**config.mk**
```make
export PLATFORM = sky130hd
export DESIGN_NAME = cp0_irq_ctrl_flat
export DESIGN_NICKNAME = d
export VERILOG_FILES = /design/src/rtl/cp0_pkg.sv /design/src/rtl/cp0_irq_ctrl_if.sv /design/src/rtl/cp0_irq_ctrl_sync_edge.sv /design/src/rtl/cp0_irq_ctrl.sv /design/src/flat_wrapper.sv
export SDC_FILE = /design/constraint.sdc
export NUM_CORES = 1
export LEC_CHECK = 0
export BUFFER_PORTS_ARGS = -buffer_cell sky130_fd_sc_hd__buf_4
export CAP_MARGIN = 20
export CORE_ASPECT_RATIO = 0.8
export CORE_UTILIZATION = 30
export CTS_BUF_LIST = sky130_fd_sc_hd__clkbuf_4 sky130_fd_sc_hd__clkbuf_8
export CTS_CLUSTER_DIAMETER = 150
export DETAILED_ROUTE_END_ITERATION = 8
export SLEW_MARGIN = 20
export SYNTH_ARGS = -nofsm -noshare
export SYNTH_HDL_FRONTEND = slang
export SYNTH_SLANG_ARGS = --single-unit
```
**constraint.sdc**
```tcl
create_clock -name clk -period 2.8 [get_ports clk]
set_clock_uncertainty 0.15 [all_clocks]
set_input_delay 0.7 -clock clk [delete_from_list [all_inputs] [get_ports clk]]
set_output_delay 0.7 -clock clk [all_outputs]
set_load 0.05 [all_outputs]
```
**src/rtl/cp0_pkg.sv**
```systemverilog
// Shared CP0 definitions: exception source codes, interrupt controller states
// and the lowest-index priority helper.
package cp0_pkg;

  localparam int MAX_IRQ = 8;

  localparam logic [2:0] EXP_NONE    = 3'b000;
  localparam logic [2:0] EXP_SYSCALL = 3'b001;
  localparam logic [2:0] EXP_INT     = 3'b100;

  typedef enum logic [1:0] {
    IDLE    = 2'd0,
    REQ     = 2'd1,
    SERVICE = 2'd2
  } irq_state_e;

  // Lowest set bit wins; returns 0 for an empty vector.
  function automatic logic [2:0] lowest_set(input logic [MAX_IRQ-1:0] vec);
    logic [2:0] idx;
    idx = 3'd0;
    for (int i = MAX_IRQ - 1; i >= 0; i--) begin
      if (vec[i]) begin
        idx = 3'(i);
      end else begin
        idx = idx;
      end
    end
    return idx;
  endfunction

endpackage

```
**src/rtl/cp0_irq_ctrl_if.sv**
```systemverilog
// CP0-facing bundle of the interrupt controller: mask write path, request/ack
// handshake and status readback.
interface cp0_irq_ctrl_if #(
  parameter int NUM_IRQ = 6
);
  logic               mask_we;
  logic [NUM_IRQ-1:0] mask_wdata;
  logic               exp_ack;
  logic               eret;
  logic               exp_req;
  logic [2:0]         exp_src;
  logic [2:0]         irq_id;
  logic [NUM_IRQ-1:0] pending;
  logic [NUM_IRQ-1:0] mask;
  logic               in_service;

  modport master (
    output mask_we, mask_wdata, exp_ack, eret,
    input  exp_req, exp_src, irq_id, pending, mask, in_service
  );

  modport slave (
    input  mask_we, mask_wdata, exp_ack, eret,
    output exp_req, exp_src, irq_id, pending, mask, in_service
  );
endinterface

```
**src/rtl/cp0_irq_ctrl_sync_edge.sv**
```systemverilog
// One interrupt line: multi-flop synchroniser followed by a rising-edge
// detector whose pulse lasts one cycle.
module irq_sync_edge #(
  parameter int SYNC_STAGES = 2
) (
  input  logic clk,
  input  logic rst_n,
  input  logic irq_async,
  output logic rise
);

  logic [SYNC_STAGES-1:0] sync_q;
  logic [SYNC_STAGES-1:0] sync_d;
  logic                   hist_q;
  logic                   hist_d;

  // Shift the raw line in at the bottom; history holds the last synchronised value.
  always_comb begin
    sync_d = {sync_q[SYNC_STAGES-2:0], irq_async};
    hist_d = sync_q[SYNC_STAGES-1];
  end

  // Synchroniser and edge-history flops.
  always_ff @(posedge clk or negedge rst_n) begin
    if (!rst_n) begin
      sync_q <= {SYNC_STAGES{1'b0}};
      hist_q <= 1'b0;
    end else begin
      sync_q <= sync_d;
      hist_q <= hist_d;
    end
  end

  assign rise = sync_q[SYNC_STAGES-1] & ~hist_q;

endmodule

```
**src/rtl/cp0_irq_ctrl.sv**
```systemverilog
// Interrupt source for CP0: synchronises external lines, tracks pending/mask
// state and raises one prioritised request, blocking further ones until eret.
module cp0_irq_ctrl
  import cp0_pkg::*;
#(
  parameter int         NUM_IRQ     = 6,
  parameter logic [2:0] INT_CODE    = EXP_INT,
  parameter int         SYNC_STAGES = 2
) (
  input  logic               clk,
  input  logic               rst_n,
  input  logic [NUM_IRQ-1:0] irq_in,
  cp0_irq_ctrl_if.slave      bus
);

  irq_state_e         state_q, state_d;
  logic [NUM_IRQ-1:0] pending_q, pending_d;
  logic [NUM_IRQ-1:0] mask_q, mask_d;
  logic [2:0]         irq_id_q, irq_id_d;
  logic               exp_req_q, exp_req_d;
  logic [2:0]         exp_src_q, exp_src_d;
  logic               in_service_q, in_service_d;

  logic [NUM_IRQ-1:0] edge_set;
  logic [NUM_IRQ-1:0] eligible;
  logic [NUM_IRQ-1:0] id_hit;
  logic [NUM_IRQ-1:0] ack_clr;

  for (genvar g = 0; g < NUM_IRQ; g++) begin : g_sync
    irq_sync_edge #(
      .SYNC_STAGES(SYNC_STAGES)
    ) u_sync (
      .clk      (clk),
      .rst_n    (rst_n),
      .irq_async(irq_in[g]),
      .rise     (edge_set[g])
    );
  end

  // Next-state logic: handshake FSM, pending set/clear and mask update.
  always_comb begin
    state_d      = state_q;
    irq_id_d     = irq_id_q;
    exp_req_d    = exp_req_q;
    exp_src_d    = exp_src_q;
    in_service_d = in_service_q;
    ack_clr      = {NUM_IRQ{1'b0}};
    eligible     = pending_q & mask_q;
    for (int i = 0; i < NUM_IRQ; i++) begin
      id_hit[i] = (irq_id_q == 3'(i));
    end
    mask_d = bus.mask_we ? bus.mask_wdata : mask_q;

    case (state_q)
      IDLE: begin
        if (|eligible) begin
          state_d   = REQ;
          irq_id_d  = lowest_set(MAX_IRQ'(eligible));
          exp_req_d = 1'b1;
          exp_src_d = INT_CODE;
        end else begin
          state_d = IDLE;
        end
      end
      REQ: begin
        // Ack beats a same-cycle mask clear: CP0 has already committed to the request.
        if (bus.exp_ack) begin
          ack_clr      = id_hit;
          state_d      = SERVICE;
          in_service_d = 1'b1;
          exp_req_d    = 1'b0;
          exp_src_d    = EXP_NONE;
        end else if (~|(mask_q & id_hit)) begin
          state_d   = IDLE;
          exp_req_d = 1'b0;
          exp_src_d = EXP_NONE;
        end else begin
          state_d = REQ;
        end
      end
      SERVICE: begin
        if (bus.eret) begin
          state_d      = IDLE;
          in_service_d = 1'b0;
        end else begin
          state_d = SERVICE;
        end
      end
      default: begin
        state_d      = IDLE;
        exp_req_d    = 1'b0;
        exp_src_d    = EXP_NONE;
        in_service_d = 1'b0;
      end
    endcase

    // A fresh edge on the line being acked must survive the clear.
    pending_d = (pending_q & ~ack_clr) | edge_set;
  end

  // Controller state and registered outputs.
  always_ff @(posedge clk or negedge rst_n) begin
    if (!rst_n) begin
      state_q      <= IDLE;
      pending_q    <= {NUM_IRQ{1'b0}};
      mask_q       <= {NUM_IRQ{1'b0}};
      irq_id_q     <= 3'd0;
      exp_req_q    <= 1'b0;
      exp_src_q    <= EXP_NONE;
      in_service_q <= 1'b0;
    end else begin
      state_q      <= state_d;
      pending_q    <= pending_d;
      mask_q       <= mask_d;
      irq_id_q     <= irq_id_d;
      exp_req_q    <= exp_req_d;
      exp_src_q    <= exp_src_d;
      in_service_q <= in_service_d;
    end
  end

  assign bus.exp_req    = exp_req_q;
  assign bus.exp_src    = exp_src_q;
  assign bus.irq_id     = irq_id_q;
  assign bus.pending    = pending_q;
  assign bus.mask       = mask_q;
  assign bus.in_service = in_service_q;

endmodule
```
**src/flat_wrapper.sv**
```systemverilog
// flat-port wrapper written by rule: the top's interface ports become plain ports
module cp0_irq_ctrl_flat import cp0_pkg::*;
#(
  parameter int         NUM_IRQ     = 6,
  parameter logic [2:0] INT_CODE    = EXP_INT,
  parameter int         SYNC_STAGES = 2
)
  (clk, rst_n, irq_in, bus_mask_we, bus_mask_wdata, bus_exp_ack, bus_eret, bus_exp_req, bus_exp_src, bus_irq_id, bus_pending, bus_mask, bus_in_service);
  cp0_irq_ctrl_if #(.NUM_IRQ(NUM_IRQ)) bus_i ();
  input  logic clk;
  input  logic rst_n;
  input  logic [NUM_IRQ-1:0] irq_in;
  input wire logic [$bits(bus_i.mask_we)-1:0] bus_mask_we;
  input wire logic [$bits(bus_i.mask_wdata)-1:0] bus_mask_wdata;
  input wire logic [$bits(bus_i.exp_ack)-1:0] bus_exp_ack;
  input wire logic [$bits(bus_i.eret)-1:0] bus_eret;
  output wire logic [$bits(bus_i.exp_req)-1:0] bus_exp_req;
  output wire logic [$bits(bus_i.exp_src)-1:0] bus_exp_src;
  output wire logic [$bits(bus_i.irq_id)-1:0] bus_irq_id;
  output wire logic [$bits(bus_i.pending)-1:0] bus_pending;
  output wire logic [$bits(bus_i.mask)-1:0] bus_mask;
  output wire logic [$bits(bus_i.in_service)-1:0] bus_in_service;
  assign bus_i.mask_we = bus_mask_we;
  assign bus_i.mask_wdata = bus_mask_wdata;
  assign bus_i.exp_ack = bus_exp_ack;
  assign bus_i.eret = bus_eret;
  assign bus_exp_req = bus_i.exp_req;
  assign bus_exp_src = bus_i.exp_src;
  assign bus_irq_id = bus_i.irq_id;
  assign bus_pending = bus_i.pending;
  assign bus_mask = bus_i.mask;
  assign bus_in_service = bus_i.in_service;
  cp0_irq_ctrl #(.NUM_IRQ(NUM_IRQ), .INT_CODE(INT_CODE), .SYNC_STAGES(SYNC_STAGES)) u_core (.clk(clk), .rst_n(rst_n), .irq_in(irq_in), .bus(bus_i));
endmodule
```
Word-level counts from Yosys, hierarchy flattened:

Index checks and enable logic that the tools add are counted.
Widths: inputs -> output; s select.

* equal/unequal tests: 11
* muxes and demuxes: 24
* bitwise logic cells: 19
* reductions and logical operators: 7

Operators with widths (number)
* $mux 3: 9
* $and 6x6->6: 3
* $mux 6: 2
* $reduce_or 6->1: 2
* $pmux 3 s3: 1
* $not 1->1: 8
* $mux 1: 7
* $and 1x1->1: 6
* $eq 3x2->1 const B: 2
* $eq 3x3->1 const B: 2
* $not 6->6: 1
* $or 6x6->6: 1
* $pmux 1 s3: 2
* $pmux 2 s3: 1
* $reduce_and 3->1: 2
* $mux 2: 2
* $ne 2x2->1 const B: 2
* $eq 3x1->1 const B: 1
* $logic_not 3->1: 1
* $ne 3x3->1 const B: 1
* $eq 2x1->1 const B: 1
* $eq 2x2->1 const B: 1
* $logic_not 2->1: 1
* $ne 2x1->1 const B: 1
* $reduce_and 2->1: 1

* register bits: 40
* input port bits: 17
* output and inout bits: 20
* logic and storage cells: 80

Depth between registers and ports, before layout:

* depth in word-level cells: 7
* depth in mapped cells: 5
* gate-level depth less buffers: 4

By module:

A second synthesis with hierarchy kept.

* cells, all modules: 111
* area, all modules: 1508.9 um^2

By module, submodules not included
* cp0_irq_ctrl: times used 1, cells an instance 87, area each 975.9 um^2, seq. area each 475.5 um^2
* irq_sync_edge: times used 6, cells an instance 4, area each 88.8 um^2, seq. area each 75.1 um^2

Least setup slack after synthesis:

OpenSTA, ideal clock, no wires.

* kind: reg-to-reg
* start point: reg u_core.irq_id_q[0], in the netlist u_core.bus.irq_id[0]
* end point: reg u_core.exp_src_q[2], in the netlist u_core.bus.exp_src[2]
* library setup time: 124 ps
* data arrival time: 1681 ps
* data required time: 2526 ps
* path slack: 845 ps
* cell stages (with the launch flop): 5
* buffers on the path: 0
* period minus slack after synthesis: 1955 ps
* cells stage by stage: dfrtp_1 > mux4_2 > nand2_1 > o41ai_1 > a211o_1

* cells in the longest elaborated chain, start to end: 5
* elaborated cells on any way between the ends: 10
* classes of those cells: eq/ne: 6; bitwise: 1; reduce/logical: 3

Ends and longest elaborated chain
* start: declaration: line cp0_irq_ctrl.sv:19 `logic [2:0] irq_id_q, irq_id_d;`
* start signal: assignment: line cp0_irq_ctrl.sv:115 `irq_id_q <= irq_id_d;`
* $eq 3x1->1 (tied with other cells): line cp0_irq_ctrl.sv:50 `id_hit[i] = (irq_id_q == 3'(i));`
* $and 6x6->6 (*): line cp0_irq_ctrl.sv:73 `end else if (~|(mask_q & id_hit)) begin`
* $reduce_or 6->1 (*): line cp0_irq_ctrl.sv:73
* $ne 3x3->1 (no line) (*)
* $reduce_and 3->1 (no line) (*)
* end signal: assignment: line cp0_irq_ctrl.sv:117 `exp_src_q <= exp_src_d;`
* end: declaration: line cp0_irq_ctrl.sv:21 `logic [2:0] exp_src_q, exp_src_d;`

Mark *: on every way between the ends. The rest lies on a longest branch, timed or not.
A chain may end at the register's enable or synchronous reset.

Worst setup path in the final report:

* start point: reg u_core.irq_id_q[0], in the netlist u_core.bus.irq_id[0]
* end point: out bus_irq_id[0]

RTL lines
* end: declaration: line flat_wrapper.sv:19 `output wire logic [$bits(bus_i.irq_id)-1:0] bus_irq_id;`

No word-level cell between the ends.

==> results.cfg <==
[run_status]
status = finished clean

[logic_synthesis]
synth_area_leaders = dfrtp_1, mux2_2, o21ai_0
synth_top_area_cell = dfrtp_1
ys_ff_latch = 37
ys_seq_area_share_pct = 67.5
synth_cell_types = 28
synth.top_cell.area_share_pct = 67.5
netlist_area_sq_mm = 0.00137
yosys_warnings = 0
syn_area_per_cell_sq_um = 13.2
netlist_instances = 104

[layout]
nets = 158
layout-drive-gt1-share_pct = 36.6
areaGrowthSynthToFinish_pct = 28.6
antenna_cells = 0

[timing]
setup_slack_ns = 0.911
drv_slew = 0
setup_tns_ns = 0
final-setup-viol-count = 0
finalHoldViolations = 0
fin_crit_ns = 1.89
fmax_mhz = 529
fin_crit_sh_pct = 67.5
grt_setup_unrepaired = no

[worst_setup_path]
slowest_stage = dfrtp_1
cp.required_ns = 1.95
critPathKind = reg -> out
critPathMaxStageDelay_ns = 0.50
crit_path_end_kind = primary output
critPathMaxFanout = 7
startpoint_type = register
crit_family = flip-flops
path_buf_inv = 1
worst_ep_arrival_time_ns = 1.04
cp_cell_sequence = buf_4

[clock_tree]
cts_sinks = 37
cts_made_buffers = 5
htree_levels = 2
cts_root_buffer = clkbuf_8
cts_hold_buffers = 0
path_clk_slew_ns = 0.07
cts_tree = yes
clock_path_buffers = 2
post_cts_buffers = 0
cts_resized = 0
clock_latency_ns = 0.29

[floorplan]
initial_core_util_pct = 32.0
io_pins = 37
die_w_um = 77.6
dieArea_sq_mm = 0.00485
core_area_sq_mm = 0.00428
die_h_um = 62.5
rows = 21

[drt]
viasPerCell = 4.66
vias = 928
firstDrtPassIters = 5
routed_wl_mm = 2.45
ant_nets = 0
post_drt_wl_per_cell_um = 12.3
route.detailed.drc = 0
drtIter0Drc = 83

[grt]
grt_pass1_wl_mm = 3.99
antenna_found_initial = 0
overflow = 0
grt_pass1_vias = 850
grt_max_degree = 38
grtUsageTotal_pct = 11.1

[power_and_ir_drop]
p_per_area_mw_per_mm2 = 1020
ir_worst_vdd_uv = 421
p_leak_nw = 0.817

[min_path]
hold_path_class = in -> async

[placed_design]
place.gp.congestion = 0.815
dpl.hpwl_mm = 1.78
pre_cts_ws_ns = 1.02
io_buffers = 34

[job]
maxCapViolCount = 0
-- state kept, by name (all words and copies together), names as in the netlist --
| register | cells |
|---|---|
| u_core.bus.in_service | 1 |
| u_core.state_q | 2 |
| u_core.g_sync.u_sync.sync_q | 12 |
| u_core.bus.pending | 6 |
| u_core.g_sync.u_sync.hist_q | 6 |
| u_core.bus.exp_src | 1 |
| u_core.bus.irq_id | 3 |
| u_core.bus.mask | 6 |
-- report_power, final --
part	switching, W	internal (W)	total, W
combinational	0.000414	0.000233	0.000647
clock	0.000187	0.000199	0.000386
sequential	0.000131	0.000629	0.000761
-- path summary, 6_finish.rpt --
check / cells past startpoint / to / start / slack [ns]
worst max-delay path: 1 / bus_irq_id[0] / u_core.bus.irq_id[0]$_DFFE_PN0N_ / 0.91
max in group asynchronous: 1 / u_core.bus.mask[5]$_DFFE_PN0P_ / rst_n / 1.98
worst max register to register: 4 / u_core.bus.exp_src[2]$_DFFE_PN0P_ / u_core.bus.irq_id[0]$_DFFE_PN0N_ / 1.05
worst min-delay path: 1 / u_core.g_sync[4].u_sync.sync_q[0]$_DFF_PN0_ / rst_n / 0.20
min in group clk: 0 / u_core.g_sync[5].u_sync.sync_q[1]$_DFF_PN0_ / u_core.g_sync[5].u_sync.sync_q[0]$_DFF_PN0_ / 0.20
worst min register to register: 0 / u_core.g_sync[5].u_sync.sync_q[1]$_DFF_PN0_ / u_core.g_sync[5].u_sync.sync_q[0]$_DFF_PN0_ / 0.20
-- placed cells by master, fill, tap and decap left out, types with 2 or more instances in the layout --
cell / n
a21o_1: 2
a21oi_1: 3
a22oi_1: 3
buf_4: 34
clkbuf_8: 6
conb_1: 2
dfrtp_1: 37
inv_1: 7
mux2_2: 6
nand2_1: 9
nor2_1: 2
o21ai_0: 7
o21ai_1: 4
o31ai_1: 3
o41ai_1: 2
-- per-stage QoR --
step	hold slack [ns]	instance area, sq um	utilization (%)	cells	total power, W
floorplan	0.181	1380	-	105	0.00122
global placement	0.182	1670	39.0	191	0.00141
detailed placement	0.185	1670	39.0	191	0.00142
CTS	0.202	1770	41.2	199	0.00181
global route	0.209	1770	41.2	199	0.00189
finish	0.200	1770	41.2	199	0.00179
-- synthesized netlist by cell type (all sizes together) --
cell type	count
dfrtp	37
o21ai	11
nand2	9
inv	7
mux2	7
buf	4
a21oi	3
a22oi	3
o31ai	3
a21o	2
nor2	2
o41ai	2
a211o	1
a21boi	1
a22o	1
a32oi	1
and2b	1
and3b	1
clkbuf	1
conb	1
mux2i	1
mux4	1
nand4	1
nor2b	1
nor3	1
or4	1
-- logic make-up after synthesis --
group                  Yosys count  share of synthesized area [%]
multiplexers                     9                           8.11
AND/OR/NAND/NOR                 17                           6.29
other                            1                          0.273
buffers and inverters           12                           4.38
AO/OA/AOI/OAI                   28                           13.5
flip-flops                      37                           67.5
-- area by class of cell --
type,instances,area (sq um)
inverters,7,26.3
flip-flops and latches,37,926
fillers,410,2520
multi-input cells,56,390
well taps,57,71.3
clock buffers,6,82.6
repair buffers,34,255
clock inverters,2,13.8
-- routing by layer --
metal / GRT usage (%) / routed length (um) / up-vias
li1: - / - / 434
met5: 0 / 0 / -
met2: 16.4 / 1140 / 35
met1: 13.1 / 1070 / 452
met3: 4.82 / 167 / 7
met4: 7.78 / 70 / 0
No activity file was read; power rests on OpenSTA's default activity.
